`config.mk`:
```
export PLATFORM = sky130hd
export DESIGN_NAME = sm_mac_accumulator_flat
export DESIGN_NICKNAME = d
export VERILOG_FILES = /design/src/rtl/sm_mac_accumulator_pkg.sv /design/src/rtl/sm_mac_accumulator_if.sv /design/src/rtl/sm_mac_accumulator_mul.sv /design/src/rtl/sm_mac_accumulator.sv /design/src/flat_wrapper.sv
export SDC_FILE = /design/constraint.sdc
export NUM_CORES = 1
export LEC_CHECK = 0
export ABC_AREA = 1
export CORE_UTILIZATION = 64
export CTS_CLUSTER_DIAMETER = 100
export DETAILED_ROUTE_END_ITERATION = 12
export GPL_TIMING_DRIVEN = 0
export PLACE_DENSITY = 0.85
export SYNTH_ARGS = -nofsm -noshare
export SYNTH_HDL_FRONTEND = slang
export SYNTH_SLANG_ARGS = --single-unit
```
`constraint.sdc`:
```
create_clock -name clk -period 18.7 [get_ports clk]
set_input_delay 2.805 -clock clk [delete_from_list [all_inputs] [get_ports clk]]
set_output_delay 2.805 -clock clk [all_outputs]
set_load 0.1 [all_outputs]
```
`src/rtl/sm_mac_accumulator_pkg.sv`:
```
// Shared definitions for the sign-magnitude MAC stage: FSM encodings and SM field helpers.
package sm_mac_accumulator_pkg;

    localparam int unsigned ST_W = 2;

    localparam logic [ST_W-1:0] S_CLR = 2'd0;
    localparam logic [ST_W-1:0] S_ACC = 2'd1;
    localparam logic [ST_W-1:0] S_OUT = 2'd2;

    // A zero magnitude always carries a positive sign, so -0 never propagates.
    function automatic logic sm_sign_fix(input logic sign, input logic mag_nz);
        return sign & mag_nz;
    endfunction

endpackage

```
`src/rtl/sm_mac_accumulator_if.sv`:
```
// Input pair stream and result stream of the sign-magnitude MAC stage.
interface sm_mac_accumulator_if #(
    parameter int unsigned DW = 8
);
    logic          in_valid;
    logic          in_ready;
    logic [DW-1:0] x_in;
    logic [DW-1:0] w_in;
    logic          out_valid;
    logic          out_ready;
    logic [DW-1:0] out_data;

    modport master (
        output in_valid, x_in, w_in, out_ready,
        input  in_ready, out_valid, out_data
    );

    modport slave (
        input  in_valid, x_in, w_in, out_ready,
        output in_ready, out_valid, out_data
    );
endinterface

```
`src/rtl/sm_mac_accumulator_mul.sv`:
```
// Combinational sign-magnitude multiplier: DW-bit operands, (2*DW-1)-bit product.
module sm_mac_accumulator_mul
    import sm_mac_accumulator_pkg::*;
#(
    parameter int unsigned DW = 8
) (
    input  logic [DW-1:0]   i_a,
    input  logic [DW-1:0]   i_b,
    output logic [2*DW-2:0] o_prod_c
);
    localparam int unsigned MW = DW - 1;
    localparam int unsigned PW = 2 * MW;

    logic [PW-1:0] w_mag;

    assign w_mag    = PW'(i_a[MW-1:0]) * PW'(i_b[MW-1:0]);
    assign o_prod_c = {sm_sign_fix(i_a[DW-1] ^ i_b[DW-1], |w_mag), w_mag};

endmodule

```
`src/rtl/sm_mac_accumulator.sv`:
```
// Sequential sign-magnitude multiply-accumulate stage for one neuron.
// Optional build macro SM_MAC_RELU_EN: negative results are output as +0.
module sm_mac_accumulator
    import sm_mac_accumulator_pkg::*;
#(
    parameter int unsigned DW        = 8,
    parameter int unsigned ACC_W     = 16,
    parameter int unsigned N_INPUTS  = 4,
    parameter int unsigned FRAC_BITS = 4
) (
    input  logic                  clk,
    input  logic                  rst_n,
    sm_mac_accumulator_if.slave   io
);
    localparam int unsigned MW      = DW - 1;
    localparam int unsigned PW      = 2 * MW;
    localparam int unsigned AMW     = ACC_W - 1;
    localparam int unsigned CNT_W   = $clog2(N_INPUTS + 1);
    localparam int unsigned OUT_MAX = (32'd1 << MW) - 32'd1;

    logic [ST_W-1:0]  r_state,     w_state_nx;
    logic             r_acc_sign,  w_acc_sign_nx;
    logic [AMW-1:0]   r_acc_mag,   w_acc_mag_nx;
    logic [CNT_W-1:0] r_cnt,       w_cnt_nx;
    logic [DW-1:0]    r_out_data,  w_out_data_nx;
    logic             r_in_ready,  w_in_ready_nx;
    logic             r_out_valid, w_out_valid_nx;

    logic [PW:0]      w_prod;
    logic [AMW-1:0]   w_prod_mag;
    logic [AMW:0]     w_sum;
    logic             w_acc_sign_upd;
    logic [AMW-1:0]   w_acc_mag_upd;
    logic [AMW-1:0]   w_shift;
    logic [MW-1:0]    w_out_mag;
    logic             w_out_sign;
    logic [DW-1:0]    w_out_fmt;
    logic             w_accept;
    logic             w_last;

    sm_mac_accumulator_mul #(.DW(DW)) u_mul (
        .i_a      (io.x_in),
        .i_b      (io.w_in),
        .o_prod_c (w_prod)
    );

    assign w_prod_mag = AMW'(w_prod[PW-1:0]);
    assign w_sum      = (AMW+1)'(r_acc_mag) + (AMW+1)'(w_prod_mag);
    assign w_accept   = r_in_ready & io.in_valid;
    assign w_last     = (r_cnt == CNT_W'(N_INPUTS - 1));

    // Sign-magnitude add of the current product into the accumulator, saturating on overflow.
    always_comb begin
        w_acc_sign_upd = r_acc_sign;
        w_acc_mag_upd  = r_acc_mag;
        if (r_acc_sign == w_prod[PW]) begin
            w_acc_mag_upd  = w_sum[AMW] ? {AMW{1'b1}} : w_sum[AMW-1:0];
            w_acc_sign_upd = r_acc_sign;
        end else if (r_acc_mag >= w_prod_mag) begin
            w_acc_mag_upd  = r_acc_mag - w_prod_mag;
            w_acc_sign_upd = r_acc_sign;
        end else begin
            w_acc_mag_upd  = w_prod_mag - r_acc_mag;
            w_acc_sign_upd = w_prod[PW];
        end
        w_acc_sign_upd = sm_sign_fix(w_acc_sign_upd, |w_acc_mag_upd);
    end

    // Scale the updated accumulator down to the DW-bit result and saturate.
    always_comb begin
        w_shift    = w_acc_mag_upd >> FRAC_BITS;
        w_out_mag  = (w_shift > AMW'(OUT_MAX)) ? MW'(OUT_MAX) : w_shift[MW-1:0];
        w_out_sign = sm_sign_fix(w_acc_sign_upd, |w_out_mag);
`ifdef SM_MAC_RELU_EN
        w_out_fmt  = w_out_sign ? '0 : {1'b0, w_out_mag};
`else
        w_out_fmt  = {w_out_sign, w_out_mag};
`endif
    end

    // Next-state and next-register values for clear / accumulate / output phases.
    always_comb begin
        w_state_nx    = r_state;
        w_acc_sign_nx = r_acc_sign;
        w_acc_mag_nx  = r_acc_mag;
        w_cnt_nx      = r_cnt;
        w_out_data_nx = r_out_data;
        case (r_state)
            S_CLR: begin
                w_acc_sign_nx = 1'b0;
                w_acc_mag_nx  = '0;
                w_cnt_nx      = '0;
                w_state_nx    = S_ACC;
            end
            S_ACC: begin
                if (w_accept) begin
                    w_acc_sign_nx = w_acc_sign_upd;
                    w_acc_mag_nx  = w_acc_mag_upd;
                    w_cnt_nx      = r_cnt + CNT_W'(1);
                    if (w_last) begin
                        w_out_data_nx = w_out_fmt;
                        w_state_nx    = S_OUT;
                    end
                end
            end
            S_OUT: begin
                if (io.out_ready) begin
                    w_state_nx = S_CLR;
                end
            end
            default: begin
                w_state_nx = S_CLR;
            end
        endcase
        w_in_ready_nx  = (w_state_nx == S_ACC);
        w_out_valid_nx = (w_state_nx == S_OUT);
    end

    // State and datapath registers with synchronous active-low reset.
    always_ff @(posedge clk) begin
        if (!rst_n) begin
            r_state     <= S_CLR;
            r_acc_sign  <= 1'b0;
            r_acc_mag   <= '0;
            r_cnt       <= '0;
            r_out_data  <= '0;
            r_in_ready  <= 1'b0;
            r_out_valid <= 1'b0;
        end else begin
            r_state     <= w_state_nx;
            r_acc_sign  <= w_acc_sign_nx;
            r_acc_mag   <= w_acc_mag_nx;
            r_cnt       <= w_cnt_nx;
            r_out_data  <= w_out_data_nx;
            r_in_ready  <= w_in_ready_nx;
            r_out_valid <= w_out_valid_nx;
        end
    end

    assign io.in_ready  = r_in_ready;
    assign io.out_valid = r_out_valid;
    assign io.out_data  = r_out_data;

endmodule
```
`src/flat_wrapper.sv`:
```
// flat-port wrapper written by rule: the top's interface ports become plain ports
module sm_mac_accumulator_flat import sm_mac_accumulator_pkg::*;
#(
    parameter int unsigned DW        = 8,
    parameter int unsigned ACC_W     = 16,
    parameter int unsigned N_INPUTS  = 4,
    parameter int unsigned FRAC_BITS = 4
)
  (clk, rst_n, io_in_valid, io_x_in, io_w_in, io_out_ready, io_in_ready, io_out_valid, io_out_data);
  sm_mac_accumulator_if #(.DW(DW)) io_i ();
  input  logic clk;
  input  logic rst_n;
  input wire logic [$bits(io_i.in_valid)-1:0] io_in_valid;
  input wire logic [$bits(io_i.x_in)-1:0] io_x_in;
  input wire logic [$bits(io_i.w_in)-1:0] io_w_in;
  input wire logic [$bits(io_i.out_ready)-1:0] io_out_ready;
  output wire logic [$bits(io_i.in_ready)-1:0] io_in_ready;
  output wire logic [$bits(io_i.out_valid)-1:0] io_out_valid;
  output wire logic [$bits(io_i.out_data)-1:0] io_out_data;
  assign io_i.in_valid = io_in_valid;
  assign io_i.x_in = io_x_in;
  assign io_i.w_in = io_w_in;
  assign io_i.out_ready = io_out_ready;
  assign io_in_ready = io_i.in_ready;
  assign io_out_valid = io_i.out_valid;
  assign io_out_data = io_i.out_data;
  sm_mac_accumulator #(.DW(DW), .ACC_W(ACC_W), .N_INPUTS(N_INPUTS), .FRAC_BITS(FRAC_BITS)) u_core (.clk(clk), .rst_n(rst_n), .io(io_i));
endmodule
```
==> results by group <==
Clock network
  – Clock tree buffer depth: 2
  – TritonCTS clock tree: built
  – Clk root buf: clkbuf_8
  – H-tree depth: 2
  – Clk Latency, worst-skew pair: 0.28 ns
  – Clock transition at path regs: 0.07 ns
  – Inserted Clock Buffers: 5
  – Setup bufs post-CTS: 0
  – CTS Hold Buffers Added: 0
  – Post-CTS Resized: 0
  – Clock Sinks: 31

STA
  – Setup tns final: 0 ns
  – Final WS setup: 9.22 ns
  – Worst slew margin: 0.349
  – Hold Fails Final Rpt: 0
  – Measured slew at the worst slew-check pin: 0.974 ns
  – Fin crit share: 0.507
  – Skew final: 0.00888 ns
  – Number of setup violations in the final report: 0
  – Post-layout minimum cycle time: 9.48 ns
  – Unrepaired setup endpoints after global routing: no
  – F_max: 106 MHz
  – Max-slew violation count: 0

Placement
  – Final Wtd Congestion: 1.03
  – Cells after DPL: 1109
  – HPWL after DPL: 12600 µm
  – Dpl cell area: 6350 µm²
  – Port-buffer cells: 29
  – Pre-CTS WS: 9.06 ns

Detailed routing
  – DRT met1 WL: 6370 µm
  – Via Count: 6008
  – Routed len/inst: 13.3 µm
  – Met2 Wirelength: 7100 µm
  – Vias per cell: 5.38
  – Post-route ant nets: 0
  – Uppermost layer routed: met4
  – TritonRoute pass-1 iters: 7
  – Iter 0 DRT Violations: 260
  – Detailed route wirelength on metal3: 831 µm
  – DRC viols: 0
  – Final wirelength: 14900 µm

Finish
  – Final instance area: 6470 µm²
  – Area grow syn2layout: 9.17%
  – # nets final: 1132
  – Share of cells above drive strength 1: 0.0525
  – Ant diodes: 0
  – Final non-filler cell total: 1117

Setup path
  – Worst-path fanout max: 10
  – Critical path class: in2reg
  – Arr. time, crit path: 9.63 ns
  – CP Data Required Time: 18.85 ns
  – CP endpoint kind: register
  – R2r setup slk: 15.31 ns
  – Crit-path slowest cell: clkdlybuf4s50_1
  – CP Launch Type: input port
  – Most frequent CP cell: nand2_1
  – CP max stage delay: 0.63 ns

Global routing
  – Grt ovf: 0
  – Total track usage: 0.330
  – Vias in the first global route: 5814
  – First-pass GRT wire length: 25800 µm
  – Pin count of the biggest net entering global routing: 11
  – Antenna violations before repair: 0

Pwr
  – Cell-internal power: 0.375 mW
  – Switching share of power: 0.602
  – Peak supply drop: 0.0742 mV
  – Switch Pwr: 0.566 mW
  – Logic pwr share: 0.845
  – Leakage: 3.74 nW
  – Share of power burned in registers: 0.079
  – Clock power frac: 0.075
  – Power per cell area: 146 nW/µm²

Synthesis
  – Adder-Cell Fraction of Synth Area: 0.254
  – Synth Area in Simple Gates: 0.339
  – #FFs+latches synth: 31
  – Mux cell area share after synthesis: 0
  – Synth unique cells: 39
  – EDFF count, synth: 0
  – Cell area after synthesis: 5920 µm²
  – Seq/Total Area, Yosys: 0.105
  – Yosys top cell area share: 0.183
  – Area contributors post-synth: nand2_1 18%, ha_1 16%, inv_1 12%
  – Main combinational cell family by area after synthesis: simple AND/OR/NAND/NOR gates
  – Ys flop type: dfxtp_1
  – Yosys Warn Count: 0
  – Post-synth ARST share: 0
  – Largest area contributor in the synthesized netlist: nand2_1
  – Syn_area_per_cell: 6.09 µm²
  – Post-synthesis xor/xnor area fraction: 0.0515
  – Gate Count Post-Synth: 972
  – Synth Area in Compound Gates: 0.101
  – Net Count, Synth: 1096

Floorplan
  – DIE AREA: 9640 µm²
  – IO Count: 30
  – Rows: 34
  – Core area: 8850 µm²
  – Starting Density: 0.669
  – Die X: 98.2 µm
  – Die Ht: 98.2 µm

Min path
  – Worst hold path class: reg2reg

Flow run
  – Max-cap violations: 0

Status
  – Outcome: completed
-- power groups by stage --
stage	registers [mW]	logic [mW]	clock network (mW)
2_1_floorplan	0.0755	0.599	0
3_3_place_gp	0.0759	0.765	0
3_5_place_dp	0.0762	0.778	0
4_1_cts	0.0746	0.784	0.0710
5_1_grt	0.0755	0.901	0.0745
6_report	0.0748	0.796	0.0707
-- per-layer routing --
| metal | global-route usage | vias to the layer above |
|---|---|---|
| met1 | 0.398 | 2722 |
| met5 | 0 | - |
| met4 | 0.139 | 0 |
| li1 | - | 3065 |
| met2 | 0.590 | 176 |
| met3 | 0.0422 | 45 |
-- kinds of logic (layout without fill, tap and decap cells) --
kind of cell / after synthesis / count (layout)
adders and majority gates: 104 / 104
buffers and inverters: 221 / 258
xor gates and xnor gates: 34 / 34
and+or+nand+nor: 471 / 471
AOI/OAI and AO/OA: 111 / 111
DFF: 31 / 31
-- registers in the layout, summed over array words and instances (netlist names) --
name and flops:
u_core.r_state 2, u_core.r_acc_mag 15, u_core.io.in_ready 1, u_core.io.out_valid 1, u_core.io.out_data 8, u_core.r_acc_sign 1, u_core.r_cnt 3
-- layout make-up --
| type | count | area [µm²] |
|---|---|---|
| multi-input cells | 720 | 4420 |
| fillers | 789 | 2380 |
| inverters | 202 | 758 |
| flip-flops and latches | 31 | 621 |
| repair buffers | 29 | 290 |
| well taps | 108 | 135 |
| plain buffers | 19 | 126 |
| clock buffers | 6 | 82.6 |
| clock inverters | 2 | 35.0 |
-- synthesized netlist by cell type, types with 3 or more instances --
master	n
clkbuf_1	4
buf_6	3
inv_1	196
nand2_2	4
nand4_1	12
ha_1	77
buf_2	8
nand2_4	3
buf_4	3
inv_2	4
dfxtp_1	31
o21ai_0	31
nand3_2	10
o21ai_1	5
nor2_2	3
fa_1	27
a21oi_2	3
nand3b_1	5
nor3_1	4
nand3_1	63
xnor2_1	3
nor2_1	77
xor2_1	30
a21oi_1	59
nand2_1	288
-- through the flow --
stage | util | hold WS, ns | power [mW]
floorplan | - | 0.428 | 0.675
global placement | 0.717 | 0.453 | 0.841
detailed placement | 0.717 | 0.453 | 0.855
CTS | 0.731 | 0.467 | 0.930
global route | 0.731 | 0.490 | 1.05
finish | 0.731 | 0.470 | 0.941
-- cell usage in the layout, fill, tap and decap left out, drive strengths merged, types with 2 or more instances in the layout --
cell           synthesis  layout
buf                   15      15
xnor2                  3       3
o21bai                 2       2
a21o                   2       2
nand3                 73      73
dfxtp                 31      31
inv                  200     200
o211ai                 2       2
nand2                295     295
a21oi                 62      62
fa                    27      27
nor2                  80      80
clkdlybuf4s50          0      29
ha                    77      77
nor3                   4       4
nand4                 12      12
clkinv                 2       3
nand3b                 5       5
clkbuf                 4      10
o21ai                 36      36
a221oi                 2       2
xor2                  31      31
-- critical path: cells and delay by family --
kind / cells / cell delay [ns]
AND/OR/NAND/NOR: 20 / 2.36
buffers and inverters: 8 / 1.31
adder cells (fa/ha/maj): 6 / 2.78
AO/OA/AOI/OAI: 2 / 0.34
-- worst paths after layout --
| check | start | endpoint | cells after the start |
|---|---|---|---|
| setup / recovery | io_w_in[6] | u_core.io.out_data[7] | 36 |
| hold / removal | u_core.r_cnt[1] | u_core.r_cnt[1] | 2 |
| setup reg to reg | u_core.r_acc_mag[1] | u_core.io.out_data[7] | 20 |
| hold reg to reg | u_core.r_cnt[1] | u_core.r_cnt[1] | 2 |
Note: power is estimated with default switching activity, not from simulation.
